## config.mk

```make
export PLATFORM = sky130hd
export DESIGN_NAME = serdes_loopback_flat
export DESIGN_NICKNAME = d
export VERILOG_FILES = /design/src/rtl/serdes_if.sv /design/src/rtl/serdes_loopback.sv /design/src/flat_wrapper.sv
export SDC_FILE = /design/constraint.sdc
export NUM_CORES = 1
export LEC_CHECK = 0
export BUFFER_PORTS_ARGS = -buffer_cell sky130_fd_sc_hd__buf_2
export CAP_MARGIN = 20
export CORE_UTILIZATION = 42
export DETAILED_ROUTE_END_ITERATION = 10
export GPL_TIMING_DRIVEN = 0
export PLACE_DENSITY_LB_ADDON = 0.1
export SYNTH_ARGS = -nofsm -noshare
export SYNTH_HDL_FRONTEND = slang
export SYNTH_SLANG_ARGS = --single-unit
export TNS_END_PERCENT = 30
```

## constraint.sdc

```tcl
create_clock -name clk -period 4.5 [get_ports clk]
set_clock_uncertainty 0.05 [all_clocks]
set_input_delay 0.675 -clock clk [delete_from_list [all_inputs] [get_ports clk]]
set_output_delay 0.675 -clock clk [all_outputs]
set_load 0.02 [all_outputs]
```

## src/rtl/serdes_if.sv

```systemverilog
// serdes_if: parallel-side bundle of the serdes_loopback link model.
//   master  : producer/consumer side (drives parallel_in, valid_in)
//   slave   : serdes_loopback side (drives ready_out, parallel_out,
//             valid_out, fifo_full, fifo_empty)
interface serdes_if #(
    parameter int DATA_WIDTH = 8
);
    logic [DATA_WIDTH-1:0] parallel_in;
    logic                  valid_in;
    logic                  ready_out;
    logic [DATA_WIDTH-1:0] parallel_out;
    logic                  valid_out;
    logic                  fifo_full;
    logic                  fifo_empty;

    modport master (
        output parallel_in, valid_in,
        input  ready_out, parallel_out, valid_out, fifo_full, fifo_empty
    );

    modport slave (
        input  parallel_in, valid_in,
        output ready_out, parallel_out, valid_out, fifo_full, fifo_empty
    );
endinterface

```

## src/rtl/serdes_loopback.sv

```systemverilog
// serdes_loopback: parallel words in on a valid/ready handshake, optional
// first-word-fall-through FIFO, serializer onto a one-bit internal line
// (LSB first), deserializer back to a parallel word with a one-cycle strobe.
//   clk, rst_n        : clock, asynchronous active-low reset
//   link.parallel_in  : input word         link.valid_in  : input valid
//   link.ready_out    : block can take a word
//   link.parallel_out : reconstructed word link.valid_out : one-cycle strobe
//   link.fifo_full    : FIFO holds FIFO_DEPTH words (0 in bypass)
//   link.fifo_empty   : FIFO holds no words (0 in bypass)
//
// Serializer FSM
//   state   | meaning
//   S_IDLE  | ready for a word, serial line and enable low
//   S_SHIFT | driving bit ser_cnt of the captured word onto the line
module serdes_loopback #(
    parameter int DATA_WIDTH = 8,
    parameter int FIFO_DEPTH = 0
) (
    input  logic     clk,
    input  logic     rst_n,
    serdes_if.slave  link
);
    localparam int              CNT_W    = $clog2(DATA_WIDTH);
    localparam logic [CNT_W-1:0] LAST_BIT = CNT_W'(DATA_WIDTH - 1);
    localparam logic [CNT_W-1:0] CNT_ONE  = CNT_W'(1);

    typedef enum logic {S_IDLE, S_SHIFT} ser_state_t;

    ser_state_t            state, state_nxt;
    logic                  ser_ready, ser_valid, ser_accept;
    logic                  ser_bit, ser_en, ser_start;
    logic [DATA_WIDTH-1:0] ser_data, ser_shreg;
    logic [CNT_W-1:0]      ser_cnt;

    logic [DATA_WIDTH-1:0] des_word, des_next, par_q;
    logic [CNT_W-1:0]      des_cnt, des_idx;
    logic                  valid_q;

    logic                  ready_w, full_w, empty_w;

    // ---------------- source: bypass or FIFO ----------------
    if (FIFO_DEPTH == 0) begin : g_bypass
        assign ser_valid = link.valid_in;
        assign ser_data  = link.parallel_in;
        assign ready_w   = ser_ready;
        assign full_w    = 1'b0;
        assign empty_w   = 1'b0;
    end else begin : g_fifo
        localparam int               PTR_W    = (FIFO_DEPTH > 1) ? $clog2(FIFO_DEPTH) : 1;
        localparam int               OCC_W    = $clog2(FIFO_DEPTH + 1);
        localparam logic [PTR_W-1:0] LAST_PTR = PTR_W'(FIFO_DEPTH - 1);
        localparam logic [PTR_W-1:0] PTR_ONE  = PTR_W'(1);
        localparam logic [OCC_W-1:0] FULL_OCC = OCC_W'(FIFO_DEPTH);
        localparam logic [OCC_W-1:0] OCC_ONE  = OCC_W'(1);

        logic [DATA_WIDTH-1:0] mem [FIFO_DEPTH];
        logic [PTR_W-1:0]      wr_ptr, rd_ptr;
        logic [OCC_W-1:0]      occ;
        logic                  full, empty, push, pop;

        assign full  = (occ == FULL_OCC);
        assign empty = (occ == '0);
        assign push  = link.valid_in & ~full;
        // One pop per serializer accept; the serializer only sees valid
        // when the FIFO holds a word, so an empty FIFO is never popped.
        assign pop   = ser_ready & ~empty;

        assign ser_valid = ~empty;
        assign ser_data  = mem[rd_ptr];
        assign ready_w   = ~full;
        assign full_w    = full;
        assign empty_w   = empty;

        always_ff @(posedge clk or negedge rst_n) begin
            if (!rst_n) begin
                wr_ptr <= '0;
                rd_ptr <= '0;
                occ    <= '0;
            end else begin
                if (push) wr_ptr <= (wr_ptr == LAST_PTR) ? '0 : wr_ptr + PTR_ONE;
                if (pop)  rd_ptr <= (rd_ptr == LAST_PTR) ? '0 : rd_ptr + PTR_ONE;
                case ({push, pop})
                    2'b10:   occ <= occ + OCC_ONE;
                    2'b01:   occ <= occ - OCC_ONE;
                    default: occ <= occ;
                endcase
            end
        end

        // Storage needs no reset: occupancy gates every read.
        always_ff @(posedge clk) begin
            if (push) mem[wr_ptr] <= link.parallel_in;
        end
    end

    // ---------------- serializer ----------------
    assign ser_accept = ser_ready & ser_valid;

    always_ff @(posedge clk or negedge rst_n) begin
        if (!rst_n) state <= S_IDLE;
        else        state <= state_nxt;
    end

    always_comb begin
        state_nxt = state;
        ser_ready = 1'b0;
        ser_en    = 1'b0;
        ser_start = 1'b0;
        ser_bit   = 1'b0;
        case (state)
            S_IDLE: begin
                ser_ready = 1'b1;
                if (ser_valid) state_nxt = S_SHIFT;
            end
            S_SHIFT: begin
                ser_en    = 1'b1;
                ser_start = (ser_cnt == '0);
                ser_bit   = ser_shreg[0];
                if (ser_cnt == LAST_BIT) state_nxt = S_IDLE;
            end
            default: state_nxt = S_IDLE;
        endcase
    end

    always_ff @(posedge clk or negedge rst_n) begin
        if (!rst_n) begin
            ser_shreg <= '0;
            ser_cnt   <= '0;
        end else if (ser_accept) begin
            ser_shreg <= ser_data;
            ser_cnt   <= '0;
        end else if (ser_en) begin
            ser_shreg <= ser_shreg >> 1;
            ser_cnt   <= ser_cnt + CNT_ONE;
        end
    end

    // ---------------- deserializer ----------------
    // start forces bit position 0 so a stale count can never misalign a word.
    always_comb begin
        des_idx           = ser_start ? '0 : des_cnt;
        des_next          = des_word;
        des_next[des_idx] = ser_bit;
    end

    always_ff @(posedge clk or negedge rst_n) begin
        if (!rst_n) begin
            des_word <= '0;
            des_cnt  <= '0;
            par_q    <= '0;
            valid_q  <= 1'b0;
        end else begin
            valid_q <= 1'b0;
            if (ser_en) begin
                des_word <= des_next;
                des_cnt  <= des_idx + CNT_ONE;
                if (des_idx == LAST_BIT) begin
                    par_q   <= des_next;
                    valid_q <= 1'b1;
                end
            end
        end
    end

    assign link.ready_out    = ready_w;
    assign link.parallel_out = par_q;
    assign link.valid_out    = valid_q;
    assign link.fifo_full    = full_w;
    assign link.fifo_empty   = empty_w;
endmodule

```

## src/flat_wrapper.sv

```systemverilog
// flat-port wrapper written by rule: the top's interface ports become plain ports
module serdes_loopback_flat 
#(
    parameter int DATA_WIDTH = 8,
    parameter int FIFO_DEPTH = 0
)
  (clk, rst_n, link_parallel_in, link_valid_in, link_ready_out, link_parallel_out, link_valid_out, link_fifo_full, link_fifo_empty);
  serdes_if #(.DATA_WIDTH(DATA_WIDTH)) link_i ();
  input  logic clk;
  input  logic rst_n;
  input wire logic [$bits(link_i.parallel_in)-1:0] link_parallel_in;
  input wire logic [$bits(link_i.valid_in)-1:0] link_valid_in;
  output wire logic [$bits(link_i.ready_out)-1:0] link_ready_out;
  output wire logic [$bits(link_i.parallel_out)-1:0] link_parallel_out;
  output wire logic [$bits(link_i.valid_out)-1:0] link_valid_out;
  output wire logic [$bits(link_i.fifo_full)-1:0] link_fifo_full;
  output wire logic [$bits(link_i.fifo_empty)-1:0] link_fifo_empty;
  assign link_i.parallel_in = link_parallel_in;
  assign link_i.valid_in = link_valid_in;
  assign link_ready_out = link_i.ready_out;
  assign link_parallel_out = link_i.parallel_out;
  assign link_valid_out = link_i.valid_out;
  assign link_fifo_full = link_i.fifo_full;
  assign link_fifo_empty = link_i.fifo_empty;
  serdes_loopback #(.DATA_WIDTH(DATA_WIDTH), .FIFO_DEPTH(FIFO_DEPTH)) u_core (.clk(clk), .rst_n(rst_n), .link(link_i));
endmodule
```

### Yosys cells after proc, flatten, opt, wreduce, memory -nomap -nowiden

Index checks and enable logic that the tools add are counted.

| storage, ports and cells | value |
|---|---|
| flip-flop bits (word level) | 32 |
| output and inout port bits | 12 |
| input port bits | 11 |
| word-level logic and storage cells | 36 |

| cells by class | value |
|---|---|
| $lt $le $gt $ge | 2 |
| bitwise operators | 2 |
| reductions and logical operators | 4 |
| add/sub/neg operators | 2 |
| muxes and demuxes | 17 |
| eq/ne operators | 2 |

Operators by type and width:

| operator | count |
|---|---|
| $mux 8 | 2 |
| $mux 1 | 9 |
| $mux 3 | 3 |
| $bwmux 8 | 1 |
| $add 3x1->3 const B | 2 |
| $eq 3x3->1 const B | 2 |
| $lt 3x4->1 const B | 1 |
| $demux 1 s3 | 1 |
| $ge 3x1->1 const B | 1 |
| $logic_not 3->1 | 1 |
| $pmux 1 s2 | 1 |
| $reduce_and 2->1 | 1 |
| $reduce_bool 2->1 | 1 |
| $and 1x1->1 | 1 |
| $logic_and 1x1->1 | 1 |
| $not 1->1 | 1 |

### Longest topological paths before layout

Gate-level depths: netlist (run 1).

| depth | value |
|---|---|
| word-level depth | 8 |
| gate-level depth with buffers | 12 |
| mapped depth without buffers | 9 |

### Worst setup path before layout (run 1)

Ideal clock, no wire load.

| timing | value |
|---|---|
| kind | reg2reg |
| from | register u_core.ser_cnt[0] |
| to | register u_core.par_q[2], in the netlist u_core.link.parallel_out[2] |
| clock period less this slack | 2.125 ns |
| stages on the path, launching flop included | 13 |
| library setup time | 0.126 ns |
| data required time | 4.324 ns |
| data arrival time | 1.949 ns |
| path slack | 2.375 ns |
| path buffers | 3 |
| path through | dfrtp_1 -> inv_1 -> ha_1 -> and3b_1 -> buf_6 -> buf_6 -> nor2_1 -> ha_1 -> nand2_1 -> inv_1 -> buf_2 -> o311a_1 -> a221o_1 |

| between the ends | value |
|---|---|
| cells in the longest elaborated chain, start to end | 8 |
| elaborated cells on any way between the ends | 11 |
| classes of those cells | 2 x order compare; 1 x eq/ne; 5 x mux; 3 x reduce/logical |

RTL lines:

| what | RTL line | text |
|---|---|---|
| start, declared | serdes_loopback.sv:33 | `logic [CNT_W-1:0] ser_cnt;` |
| start signal, assigned | serdes_loopback.sv:134 | `ser_cnt <= ser_cnt + CNT_ONE;` |
| $logic_not 3->1 (*) | serdes_loopback.sv:117 | `ser_start = (ser_cnt == '0);` |
| $mux 1 (*) | serdes_loopback.sv:110 | `case (state)` |
| $mux 3 (*) | serdes_loopback.sv:141 | `des_idx = ser_start ? '0 : des_cnt;` |
| $lt 3x4->1 (implied by the code) or $ge 3x1->1 (tied branches) | serdes_loopback.sv:143 | `des_next[des_idx] = ser_bit;` |
| $logic_and 1x1->1 (implied by the code) | serdes_loopback.sv:143 |  |
| $mux 1 (implied by the code) | serdes_loopback.sv:143 |  |
| $demux 1 s3 | -- |  |
| $bwmux 8 | serdes_loopback.sv:143 |  |
| end signal, assigned | serdes_loopback.sv:158 | `par_q <= des_next;` |
| end, declared | serdes_loopback.sv:35 | `logic [DATA_WIDTH-1:0] des_word, des_next, par_q;` |

Every way passes the cells marked *; elsewhere a longest branch is shown, timed or not.
A chain may end at the register's enable or synchronous reset.

### Final worst setup path (run 1)

| timing | value |
|---|---|
| from | register u_core.ser_cnt[0] |
| to | register u_core.par_q[3], in the netlist u_core.link.parallel_out[3] |

The elaborated chain is that of the path after synthesis.

==> impl_metrics.prom, run 1 <==
# TYPE chip_impl_metric gauge
chip_impl_info{name="end_kind",value="flip-flop"} 1
chip_impl_metric{name="slew_headroom",unit="%"} 53.4
chip_impl_metric{name="synth_edf_count",unit=""} 0
chip_impl_metric{name="design.final.nets",unit=""} 200
chip_impl_metric{name="via_count_of_the_first_global_routing_pass",unit=""} 1261
chip_impl_metric{name="nFillCells",unit=""} 369
chip_impl_metric{name="finalCritPeriodShare",unit="%"} 53.8
chip_impl_metric{name="cts_made_buffers",unit=""} 5
chip_impl_metric{name="post_synth_xor_area_fraction",unit="%"} 0
chip_impl_metric{name="synth-seq-cells",unit=""} 32
chip_impl_metric{name="die-area",unit="um^2"} 4090
chip_impl_metric{name="clock_latency",unit="ns"} 0.28
chip_impl_metric{name="start_util",unit="%"} 44.0
chip_impl_info{name="path_class",value="flip-flop to flip-flop"} 1
chip_impl_metric{name="globalRouteMet3Util",unit="%"} 5.54
chip_impl_info{name="yosys.cell_count.top_type",value="sky130_fd_sc_hd__dfrtp_1"} 1
chip_impl_info{name="timing.critical_path.from",value="u_core.ser_cnt[0]$_DFFE_PN0P_"} 1
chip_impl_metric{name="clock_tree.htree_level_count",unit=""} 2
chip_impl_metric{name="hold_viol",unit=""} 0
chip_impl_metric{name="vias",unit=""} 1259
chip_impl_info{name="cts_tree",value="done"} 1
chip_impl_metric{name="place.gp.congestion",unit=""} 0.822
chip_impl_metric{name="finalInstanceArea",unit="um^2"} 1840
chip_impl_metric{name="antenna_cells",unit=""} 0
chip_impl_metric{name="post_synthesis_cell_area",unit="um^2"} 1610
chip_impl_metric{name="synth_compound_gate_area_share",unit="%"} 12.4
chip_impl_metric{name="fin_total_pwr",unit="mW"} 1.21
chip_impl_metric{name="dpl_cell_area",unit="um^2"} 1770
chip_impl_info{name="synth_top_family_by_area",value="simple AND/OR/NAND/NOR gates"} 1
chip_impl_metric{name="synth_mux_area_share",unit="%"} 10.6
chip_impl_metric{name="post-dp-hpwl",unit="mm"} 2.32
chip_impl_metric{name="use_met2",unit="%"} 29.7
chip_impl_metric{name="synth_warnings",unit=""} 0
chip_impl_metric{name="avgSynthCellArea",unit="um^2"} 10.2
chip_impl_metric{name="coreArea",unit="um^2"} 3660
chip_impl_metric{name="globalRoute.totalOverflow",unit=""} 0
chip_impl_info{name="global_route.peak_usage_layer",value="met2"} 1
chip_impl_metric{name="maximum_number_of_pins_on_one_net_before_global_route_repair",unit=""} 33
chip_impl_metric{name="detailedRoute.firstIterationViolations",unit=""} 71
chip_impl_metric{name="route.final.wire_length",unit="mm"} 3.34
chip_impl_metric{name="height_of_the_chip",unit="um"} 63.9
chip_impl_metric{name="placement.io_buffers",unit=""} 19
chip_impl_metric{name="drt-vias-per-instance",unit=""} 5.45
chip_impl_metric{name="multi_input_comb_area",unit="um^2"} 689
chip_impl_metric{name="post_cts_buffers",unit=""} 0
chip_impl_metric{name="worstMarginPinSlew",unit="ns"} 0.699
chip_impl_metric{name="postSynth.asyncResetShare",unit="%"} 100
chip_impl_metric{name="ctsResizeCount",unit=""} 0
chip_impl_metric{name="ff_latch_area",unit="um^2"} 801
chip_impl_metric{name="detail_route.drc_violations",unit=""} 0
chip_impl_metric{name="post-synth-top-area-fraction",unit="%"} 49.7
chip_impl_info{name="netlist.top_cell.by_area",value="sky130_fd_sc_hd__dfrtp_1"} 1
chip_impl_metric{name="clkTransAtPathRegs",unit="ns"} 0.06
chip_impl_metric{name="cp_data_arrival_time",unit="ns"} 2.53
chip_impl_metric{name="setup_total_negative_slack",unit="ns"} 0
chip_impl_metric{name="cts_sinks",unit=""} 32
chip_impl_metric{name="synth_simple_gate_area_share",unit="%"} 16.3
chip_impl_info{name="unrepaired_setup_endpoints_after_global_routing",value="false"} 1
chip_impl_metric{name="synth-adder-area-share",unit="%"} 3.11
chip_impl_metric{name="postCtsHoldBufs",unit=""} 0
chip_impl_metric{name="power.density_cell_area",unit="nW/um^2"} 660
chip_impl_info{name="critical_path.reg2reg.startpoint",value="u_core.ser_cnt[0]$_DFFE_PN0P_"} 1
chip_impl_metric{name="grt_first_pass_wirelength",unit="mm"} 5.91
chip_impl_metric{name="synth-seq-area-share",unit="%"} 49.7
chip_impl_metric{name="worstPathRequired",unit="ns"} 4.61
chip_impl_info{name="cp-start-kind",value="flip-flop"} 1
chip_impl_metric{name="drt_pass1_iterations",unit=""} 4
chip_impl_metric{name="worst_vdd_drop",unit="uV"} 238
chip_impl_info{name="synth_top_cells_by_area",value="sky130_fd_sc_hd__dfrtp_1, sky130_fd_sc_hd__mux2_2, sky130_fd_sc_hd__mux2i_1"} 1
chip_impl_metric{name="layout-drive-gt1-share",unit="%"} 23.5
chip_impl_metric{name="average_wire_per_cell_in_the_routed_design",unit="um"} 14.4
chip_impl_metric{name="clk_path_buf_depth",unit=""} 2
chip_impl_info{name="hold_path.class",value="input port to async pin"} 1
chip_impl_info{name="run_status",value="finished clean"} 1
chip_impl_metric{name="syn_to_final_growth",unit="%"} 14.1
chip_impl_metric{name="finalSetupViolCount",unit=""} 0
chip_impl_metric{name="use_met1",unit="%"} 25.1
chip_impl_metric{name="min_period",unit="ns"} 2.42
chip_impl_metric{name="die_width",unit="um"} 63.9
chip_impl_metric{name="final_max_slew_viol_count",unit=""} 0
chip_impl_metric{name="cap_violations",unit=""} 0
chip_impl_metric{name="total_leakage_power",unit="nW"} 0.908
chip_impl_metric{name="grt_antenna_before_repair",unit=""} 0
chip_impl_info{name="synth.cells.most_frequent",value="sky130_fd_sc_hd__dfrtp_1, sky130_fd_sc_hd__nand2_1, sky130_fd_sc_hd__o21ai_0"} 1
chip_impl_metric{name="postSynthCellCount",unit=""} 158
chip_impl_metric{name="global_route.usage.total",unit="%"} 19.2
chip_impl_metric{name="timing.critical_path.fanout_max",unit=""} 10
chip_impl_metric{name="synth.distinct_cells",unit=""} 34
chip_impl_metric{name="ant_nets",unit=""} 0
chip_impl_info{name="synth_top_flop_cell",value="sky130_fd_sc_hd__dfrtp_1"} 1
chip_impl_metric{name="clock.fmax",unit="MHz"} 413
chip_impl_info{name="root_buffer",value="sky130_fd_sc_hd__clkbuf_8"} 1
chip_impl_metric{name="io_pins",unit=""} 23
chip_impl_metric{name="fp-row-count",unit=""} 22
==> logic make-up (layout without fill, tap and decap cells) <==
group / Yosys count / after routing
AOI/OAI and AO/OA: 29 / 29
adders and majority gates: 4 / 4
buffers and inverters: 23 / 47
DFF: 32 / 32
muxes: 16 / 16
other: 1 / 2
and+or+nand+nor: 53 / 53
==> path summary, 6_finish.rpt <==
check / to / slack (ns) / depth (start not counted)
worst min register to register: u_core.link.parallel_out[0]$_DFFE_PN0P_ / 0.44 / 2
worst max register to register: u_core.link.parallel_out[3]$_DFFE_PN0P_ / 2.08 / 12
min in group clk: u_core.link.parallel_out[0]$_DFFE_PN0P_ / 0.44 / 2
worst min-delay path: u_core.state$_DFF_PN0_ / 0.39 / 1
max in group asynchronous: u_core.ser_shreg[1]$_DFFE_PN0P_ / 3.56 / 1
worst max-delay path: u_core.link.parallel_out[3]$_DFFE_PN0P_ / 2.08 / 12
==> worst max-delay path, cell delays in order (launching register included) <==
cell	delay [ns]
sky130_fd_sc_hd__dfrtp_1	0.41
sky130_fd_sc_hd__inv_1	0.07
sky130_fd_sc_hd__ha_1	0.18
sky130_fd_sc_hd__and3b_1	0.18
sky130_fd_sc_hd__buf_6	0.13
sky130_fd_sc_hd__buf_6	0.14
sky130_fd_sc_hd__nor2_1	0.05
sky130_fd_sc_hd__ha_1	0.21
sky130_fd_sc_hd__nand2_1	0.22
sky130_fd_sc_hd__inv_1	0.09
sky130_fd_sc_hd__buf_2	0.20
sky130_fd_sc_hd__o311a_1	0.12
sky130_fd_sc_hd__a221o_1	0.26
==> flip-flops by register name, indices dropped and copies added, names as in the netlist <==
name / count
u_core.des_cnt: 3
u_core.link.parallel_out: 8
u_core.state: 1
u_core.ser_shreg: 8
u_core.des_word: 8
u_core.link.valid_out: 1
u_core.ser_cnt: 3
==> final cells by class <==
cell class | count | area share [%]
well taps | 48 | 3.27
plain buffers | 16 | 5.31
clock buffers | 5 | 3.74
inverters | 7 | 1.43
repair buffers | 19 | 5.17
flip-flops and latches | 32 | 43.6
multi-input cells | 104 | 37.5
==> metrics by stage <==
| step | hold slack, ns | instances | util [%] | setup slack [ns] |
|---|---|---|---|---|
| floorplan | 0.329 | 159 | - | 2.37 |
| global placement | 0.419 | 226 | 48.3 | 2.09 |
| detailed placement | 0.428 | 226 | 48.3 | 2.09 |
| CTS | 0.421 | 231 | 50.2 | 2.08 |
| global route | 0.442 | 231 | 50.2 | 1.90 |
| finish | 0.386 | 231 | 50.2 | 2.08 |
==> power by group <==
group	internal (mW)	leakage [nW]	switching, mW
combinational	0.222	0.460	0.331
sequential	0.405	0.411	0.0618
clock	0.0994	0.0359	0.0938
total	0.726	0.908	0.487
==> per-layer routing <==
layer	part of all wire, %	wire length [um]	vias to the layer above
li1	-	-	606
met3	5.7	191	8
met1	47	1570	604
met4	1.9	62	0
met5	0	0	-
met2	45	1510	41
==> cells in the final DEF, fill, tap and decap left out <==
| master | netlist | final |
|---|---|---|
| sky130_fd_sc_hd__a31oi_1 | 1 | 1 |
| sky130_fd_sc_hd__o22ai_1 | 1 | 1 |
| sky130_fd_sc_hd__buf_2 | 6 | 25 |
| sky130_fd_sc_hd__o41ai_1 | 1 | 1 |
| sky130_fd_sc_hd__conb_1 | 1 | 2 |
| sky130_fd_sc_hd__clkbuf_8 | 0 | 5 |
| sky130_fd_sc_hd__clkbuf_1 | 4 | 4 |
| sky130_fd_sc_hd__mux2i_1 | 8 | 8 |
| sky130_fd_sc_hd__buf_6 | 3 | 3 |
| sky130_fd_sc_hd__buf_4 | 2 | 2 |
| sky130_fd_sc_hd__mux2_2 | 8 | 8 |
| sky130_fd_sc_hd__nand3_1 | 4 | 4 |
| sky130_fd_sc_hd__nand4_1 | 6 | 6 |
| sky130_fd_sc_hd__nand2_1 | 16 | 16 |
| sky130_fd_sc_hd__a221o_1 | 3 | 3 |
| sky130_fd_sc_hd__buf_1 | 1 | 1 |
| sky130_fd_sc_hd__o21ai_0 | 12 | 12 |
| sky130_fd_sc_hd__o31ai_1 | 1 | 1 |
| sky130_fd_sc_hd__nor4_1 | 4 | 4 |
| sky130_fd_sc_hd__a21oi_1 | 3 | 3 |
| sky130_fd_sc_hd__dfrtp_1 | 32 | 32 |
| sky130_fd_sc_hd__and3b_1 | 1 | 1 |
| sky130_fd_sc_hd__nor2b_1 | 3 | 3 |
| sky130_fd_sc_hd__nand4b_1 | 1 | 1 |
| sky130_fd_sc_hd__and3_1 | 1 | 1 |
| sky130_fd_sc_hd__inv_1 | 7 | 7 |
| sky130_fd_sc_hd__a22o_1 | 1 | 1 |
| sky130_fd_sc_hd__nand3b_1 | 1 | 1 |
| sky130_fd_sc_hd__o311a_1 | 3 | 3 |
| sky130_fd_sc_hd__ha_1 | 4 | 4 |
| sky130_fd_sc_hd__nand2b_1 | 2 | 2 |
| sky130_fd_sc_hd__nor2_1 | 10 | 10 |
| sky130_fd_sc_hd__o311ai_0 | 2 | 2 |
| sky130_fd_sc_hd__nor3_1 | 4 | 4 |
| sky130_fd_sc_hd__o31a_1 | 1 | 1 |
No activity file was read; power rests on OpenSTA's default activity.
==> run 2, diff against run 1 <==
--- a/config.mk
+++ b/config.mk
@@ -5,6 +5,7 @@
 export SDC_FILE = /design/constraint.sdc
 export NUM_CORES = 1
 export LEC_CHECK = 0
+export ABC_AREA = 1
 export BUFFER_PORTS_ARGS = -buffer_cell sky130_fd_sc_hd__buf_2
 export CAP_MARGIN = 20
 export CORE_UTILIZATION = 42
==> constraint.sdc (replaced) <==
create_clock -name clk -period 2.55 [get_ports clk]
set_clock_uncertainty 0.05 [all_clocks]
set_input_delay 0.3825 -clock clk [delete_from_list [all_inputs] [get_ports clk]]
set_output_delay 0.3825 -clock clk [all_outputs]
set_load 0.02 [all_outputs]
==> impl_metrics.prom, run 2 <==
# TYPE chip_impl_metric gauge
chip_impl_info{name="run_status",value="finished clean"} 1
chip_impl_metric{name="finalSetupViolCount",unit=""} 0
chip_impl_info{name="layout.cells.most_common",value="sky130_fd_sc_hd__nand2_1"} 1
chip_impl_metric{name="cap_violations",unit=""} 0
chip_impl_info{name="synth.cells.most_frequent",value="sky130_fd_sc_hd__nand2_1, sky130_fd_sc_hd__dfrtp_1, sky130_fd_sc_hd__nand3_1"} 1
chip_impl_metric{name="average_wire_per_cell_in_the_routed_design",unit="um"} 11.8
chip_impl_info{name="path_class",value="flip-flop to flip-flop"} 1
chip_impl_metric{name="design.final.nets",unit=""} 226
chip_impl_metric{name="worstPathRequired",unit="ns"} 2.71
chip_impl_info{name="final_cell_mix",value="sky130_fd_sc_hd__nand2_1, sky130_fd_sc_hd__dfrtp_1, sky130_fd_sc_hd__buf_2"} 1
chip_impl_info{name="yosys.cell_count.top_type",value="sky130_fd_sc_hd__nand2_1"} 1
chip_impl_metric{name="clock.fmax",unit="MHz"} 533
chip_impl_metric{name="layout-drive-gt1-share",unit="%"} 20.1
chip_impl_metric{name="hold_viol",unit=""} 0
chip_impl_metric{name="postSynth.asyncResetShare",unit="%"} 100
chip_impl_metric{name="slew_headroom",unit="%"} 52.6
chip_impl_metric{name="die_width",unit="um"} 62.6
chip_impl_metric{name="setup_total_negative_slack",unit="ns"} 0
chip_impl_metric{name="synth-seq-cells",unit=""} 32
chip_impl_metric{name="synth.distinct_cells",unit=""} 19
chip_impl_metric{name="placement.io_buffers",unit=""} 20
chip_impl_metric{name="detail_route.drc_violations",unit=""} 0
chip_impl_metric{name="post_cts_buffers",unit=""} 0
chip_impl_metric{name="finalCritPeriodShare",unit="%"} 73.5
chip_impl_metric{name="cpPeakStageDelay",unit="ns"} 0.42
chip_impl_metric{name="place.gp.congestion",unit=""} 0.803
chip_impl_info{name="unrepaired_setup_endpoints_after_global_routing",value="false"} 1
chip_impl_info{name="timing.critical_path.max_delay_family",value="simple AND/OR/NAND/NOR gates"} 1
chip_impl_metric{name="clock_tree.htree_level_count",unit=""} 2
chip_impl_metric{name="critical_path_buf_inv_count",unit=""} 2
chip_impl_info{name="critical_path.cell_chain",value="inv_1 > ha_1 > nand3_2 > nand2_1 > nor2_1 > ha_1 > nand2_4 > inv_2 > nand3_1 > nand2_1"} 1
chip_impl_metric{name="globalRoute.totalOverflow",unit=""} 0
chip_impl_metric{name="reg2regPathDepth",unit=""} 10
chip_impl_info{name="end_kind",value="flip-flop"} 1
chip_impl_metric{name="syn_to_final_growth",unit="%"} 12.9
chip_impl_info{name="netlist.top_cell.by_area",value="sky130_fd_sc_hd__dfrtp_1"} 1
chip_impl_metric{name="postSynthCellCount",unit=""} 183
chip_impl_metric{name="timing.critical_path.fanout_max",unit=""} 9
chip_impl_metric{name="io_pins",unit=""} 23
chip_impl_metric{name="min_period",unit="ns"} 1.88
chip_impl_metric{name="clock_latency",unit="ns"} 0.32
chip_impl_metric{name="grt_antenna_before_repair",unit=""} 0
chip_impl_metric{name="ant_nets",unit=""} 0
chip_impl_metric{name="cts_sinks",unit=""} 32
chip_impl_metric{name="final_util",unit="%"} 51.0
chip_impl_metric{name="vias",unit=""} 1269
chip_impl_metric{name="global_route.usage.total",unit="%"} 17.3
chip_impl_info{name="hold_path.class",value="input port to async pin"} 1
chip_impl_metric{name="placedCellCount",unit=""} 250
chip_impl_metric{name="cp_data_arrival_time",unit="ns"} 2.04
chip_impl_metric{name="cts_made_buffers",unit=""} 5
chip_impl_info{name="root_buffer",value="sky130_fd_sc_hd__clkbuf_4"} 1
chip_impl_info{name="timing.critical_path.slowest_stage_cell",value="sky130_fd_sc_hd__dfrtp_1"} 1
chip_impl_metric{name="detailedRoute.firstIterationViolations",unit=""} 37
chip_impl_metric{name="fp-row-count",unit=""} 21
chip_impl_metric{name="height_of_the_chip",unit="um"} 62.6
chip_impl_metric{name="power.density_cell_area",unit="nW/um^2"} 1180
chip_impl_metric{name="drt-vias-per-instance",unit=""} 4.98
chip_impl_metric{name="route.final.wire_length",unit="mm"} 3.00
chip_impl_info{name="cp-start-kind",value="flip-flop"} 1
chip_impl_metric{name="maximum_number_of_pins_on_one_net_before_global_route_repair",unit=""} 33
chip_impl_metric{name="coreArea",unit="um^2"} 3420
chip_impl_metric{name="total_leakage_power",unit="nW"} 0.941
chip_impl_metric{name="clk_path_buf_depth",unit=""} 2
chip_impl_metric{name="final_max_slew_viol_count",unit=""} 0
chip_impl_info{name="synth_top_cells_by_area",value="sky130_fd_sc_hd__dfrtp_1, sky130_fd_sc_hd__nand2_1, sky130_fd_sc_hd__nand3_1"} 1
chip_impl_metric{name="synth_warnings",unit=""} 0
chip_impl_metric{name="die-area",unit="um^2"} 3920
chip_impl_metric{name="worst_vdd_drop",unit="uV"} 468
chip_impl_info{name="synth_top_flop_cell",value="sky130_fd_sc_hd__dfrtp_1"} 1
chip_impl_metric{name="post-synth-top-area-fraction",unit="%"} 51.9
chip_impl_metric{name="antenna_cells",unit=""} 0
chip_impl_metric{name="start_util",unit="%"} 45.2
chip_impl_metric{name="grt_first_pass_wirelength",unit="mm"} 5.20
chip_impl_metric{name="synth_edf_count",unit=""} 0
chip_impl_metric{name="post-dp-hpwl",unit="mm"} 2.15
chip_impl_metric{name="post_synthesis_cell_area",unit="um^2"} 1540
chip_impl_metric{name="finish.cell_count_without_fillers",unit=""} 255
chip_impl_metric{name="ctsResizeCount",unit=""} 0
chip_impl_metric{name="critical_path_depth",unit=""} 10
chip_impl_metric{name="clkTransAtPathRegs",unit="ns"} 0.09
chip_impl_metric{name="avgSynthCellArea",unit="um^2"} 8.43
chip_impl_metric{name="synth-seq-area-share",unit="%"} 51.9
chip_impl_metric{name="drt_pass1_iterations",unit=""} 4
chip_impl_metric{name="postCtsHoldBufs",unit=""} 0
chip_impl_info{name="cts_tree",value="done"} 1
chip_impl_metric{name="via_count_of_the_first_global_routing_pass",unit=""} 1149
chip_impl_metric{name="worstMarginPinSlew",unit="ns"} 0.710
[run 2: changes by cell type in the layout (fill, tap and decap cells not counted), moves of 4 or more]
| cell | previous run | this run |
|---|---|---|
| sky130_fd_sc_hd__clkbuf_1 | 4 | 0 |
| sky130_fd_sc_hd__clkbuf_4 | 0 | 5 |
| sky130_fd_sc_hd__clkbuf_8 | 5 | 0 |
| sky130_fd_sc_hd__inv_1 | 7 | 16 |
| sky130_fd_sc_hd__mux2_2 | 8 | 0 |
| sky130_fd_sc_hd__mux2i_1 | 8 | 0 |
| sky130_fd_sc_hd__nand2_1 | 16 | 62 |
| sky130_fd_sc_hd__nand3_1 | 4 | 18 |
| sky130_fd_sc_hd__nand4_1 | 6 | 12 |
| sky130_fd_sc_hd__nor2_1 | 10 | 2 |
| sky130_fd_sc_hd__nor3_1 | 4 | 0 |
| sky130_fd_sc_hd__nor4_1 | 4 | 0 |
| sky130_fd_sc_hd__o21ai_0 | 12 | 16 |
[run 2: path summary, 6_finish.rpt]
check | endpoint | slack [ns] | start
setup / recovery | u_core.link.parallel_out[7]$_DFFE_PN0P_ | 0.67 | u_core.ser_cnt[0]$_DFFE_PN0P_
setup reg to reg | u_core.link.parallel_out[7]$_DFFE_PN0P_ | 0.67 | u_core.ser_cnt[0]$_DFFE_PN0P_
hold reg to reg | u_core.link.parallel_out[4]$_DFFE_PN0P_ | 0.43 | u_core.link.parallel_out[4]$_DFFE_PN0P_
max in group asynchronous | u_core.des_word[7]$_DFFE_PN0P_ | 1.94 | rst_n
hold / removal | u_core.link.parallel_out[5]$_DFFE_PN0P_ | 0.06 | rst_n
min in group clk | u_core.ser_shreg[5]$_DFFE_PN0P_ | 0.21 | link_parallel_in[5]
[run 2: logic make-up (layout without fill, tap and decap cells)]
| group | after synthesis | count (layout) | share of synthesized area, % |
|---|---|---|---|
| AO/OA/AOI/OAI | 20 | 20 | 6.98 |
| adder cells (fa/ha/maj) | 4 | 4 | 3.24 |
| buffers and inverters | 26 | 51 | 7.38 |
| flip-flops | 32 | 32 | 51.9 |
| other | 1 | 2 | 0.243 |
| AND/OR/NAND/NOR | 100 | 100 | 30.3 |
[run 2: cell type report]
class                      count  area, um^2
buffer                         7        42.5
clock buffer                   5        37.5
fill                         371        1670
inverter                      19        71.3
multi-input combinational    126         632
sequential                    32         801
tap                           46        57.6
timing repair buffer          20         100
[run 2: metal layers]
layer / vias to the layer above / GRT usage [%] / share of wire [%]
met5: - / 0 / 0
met4: 0 / 6.98 / 1.9
met3: 7 / 4.93 / 5.5
met2: 35 / 28.1 / 48
met1: 585 / 21.7 / 45
li1: 642 / - / -
[run 2: report_power, final]
part           total, mW  switching, mW  leakage [nW]  internal [mW]
Clock              0.241          0.149        0.0230         0.0919
Combinational      0.973          0.644         0.517          0.329
Sequential         0.842          0.122         0.402          0.719
Total               2.06          0.915         0.941           1.14
[run 2: metrics by stage]
stage          power [mW]  cell area, um^2  hold WS, ns  setup slack (ns)
2_1_floorplan        1.57             1550       0.0369             0.974
3_3_place_gp         1.79             1700        0.408             0.761
3_5_place_dp         1.83             1700        0.410             0.707
4_1_cts              2.08             1740       0.0640             0.685
5_1_grt              2.26             1740       0.0911             0.556
6_report             2.06             1740       0.0552             0.675
[run 2: worst reg2reg max path: cells and delay by family (launching register included)]
family | cells | cell delay, ns
adder cells (fa/ha/maj) | 2 | 0.40
buffers and inverters | 2 | 0.19
flip-flops | 1 | 0.42
AND/OR/NAND/NOR | 6 | 0.73
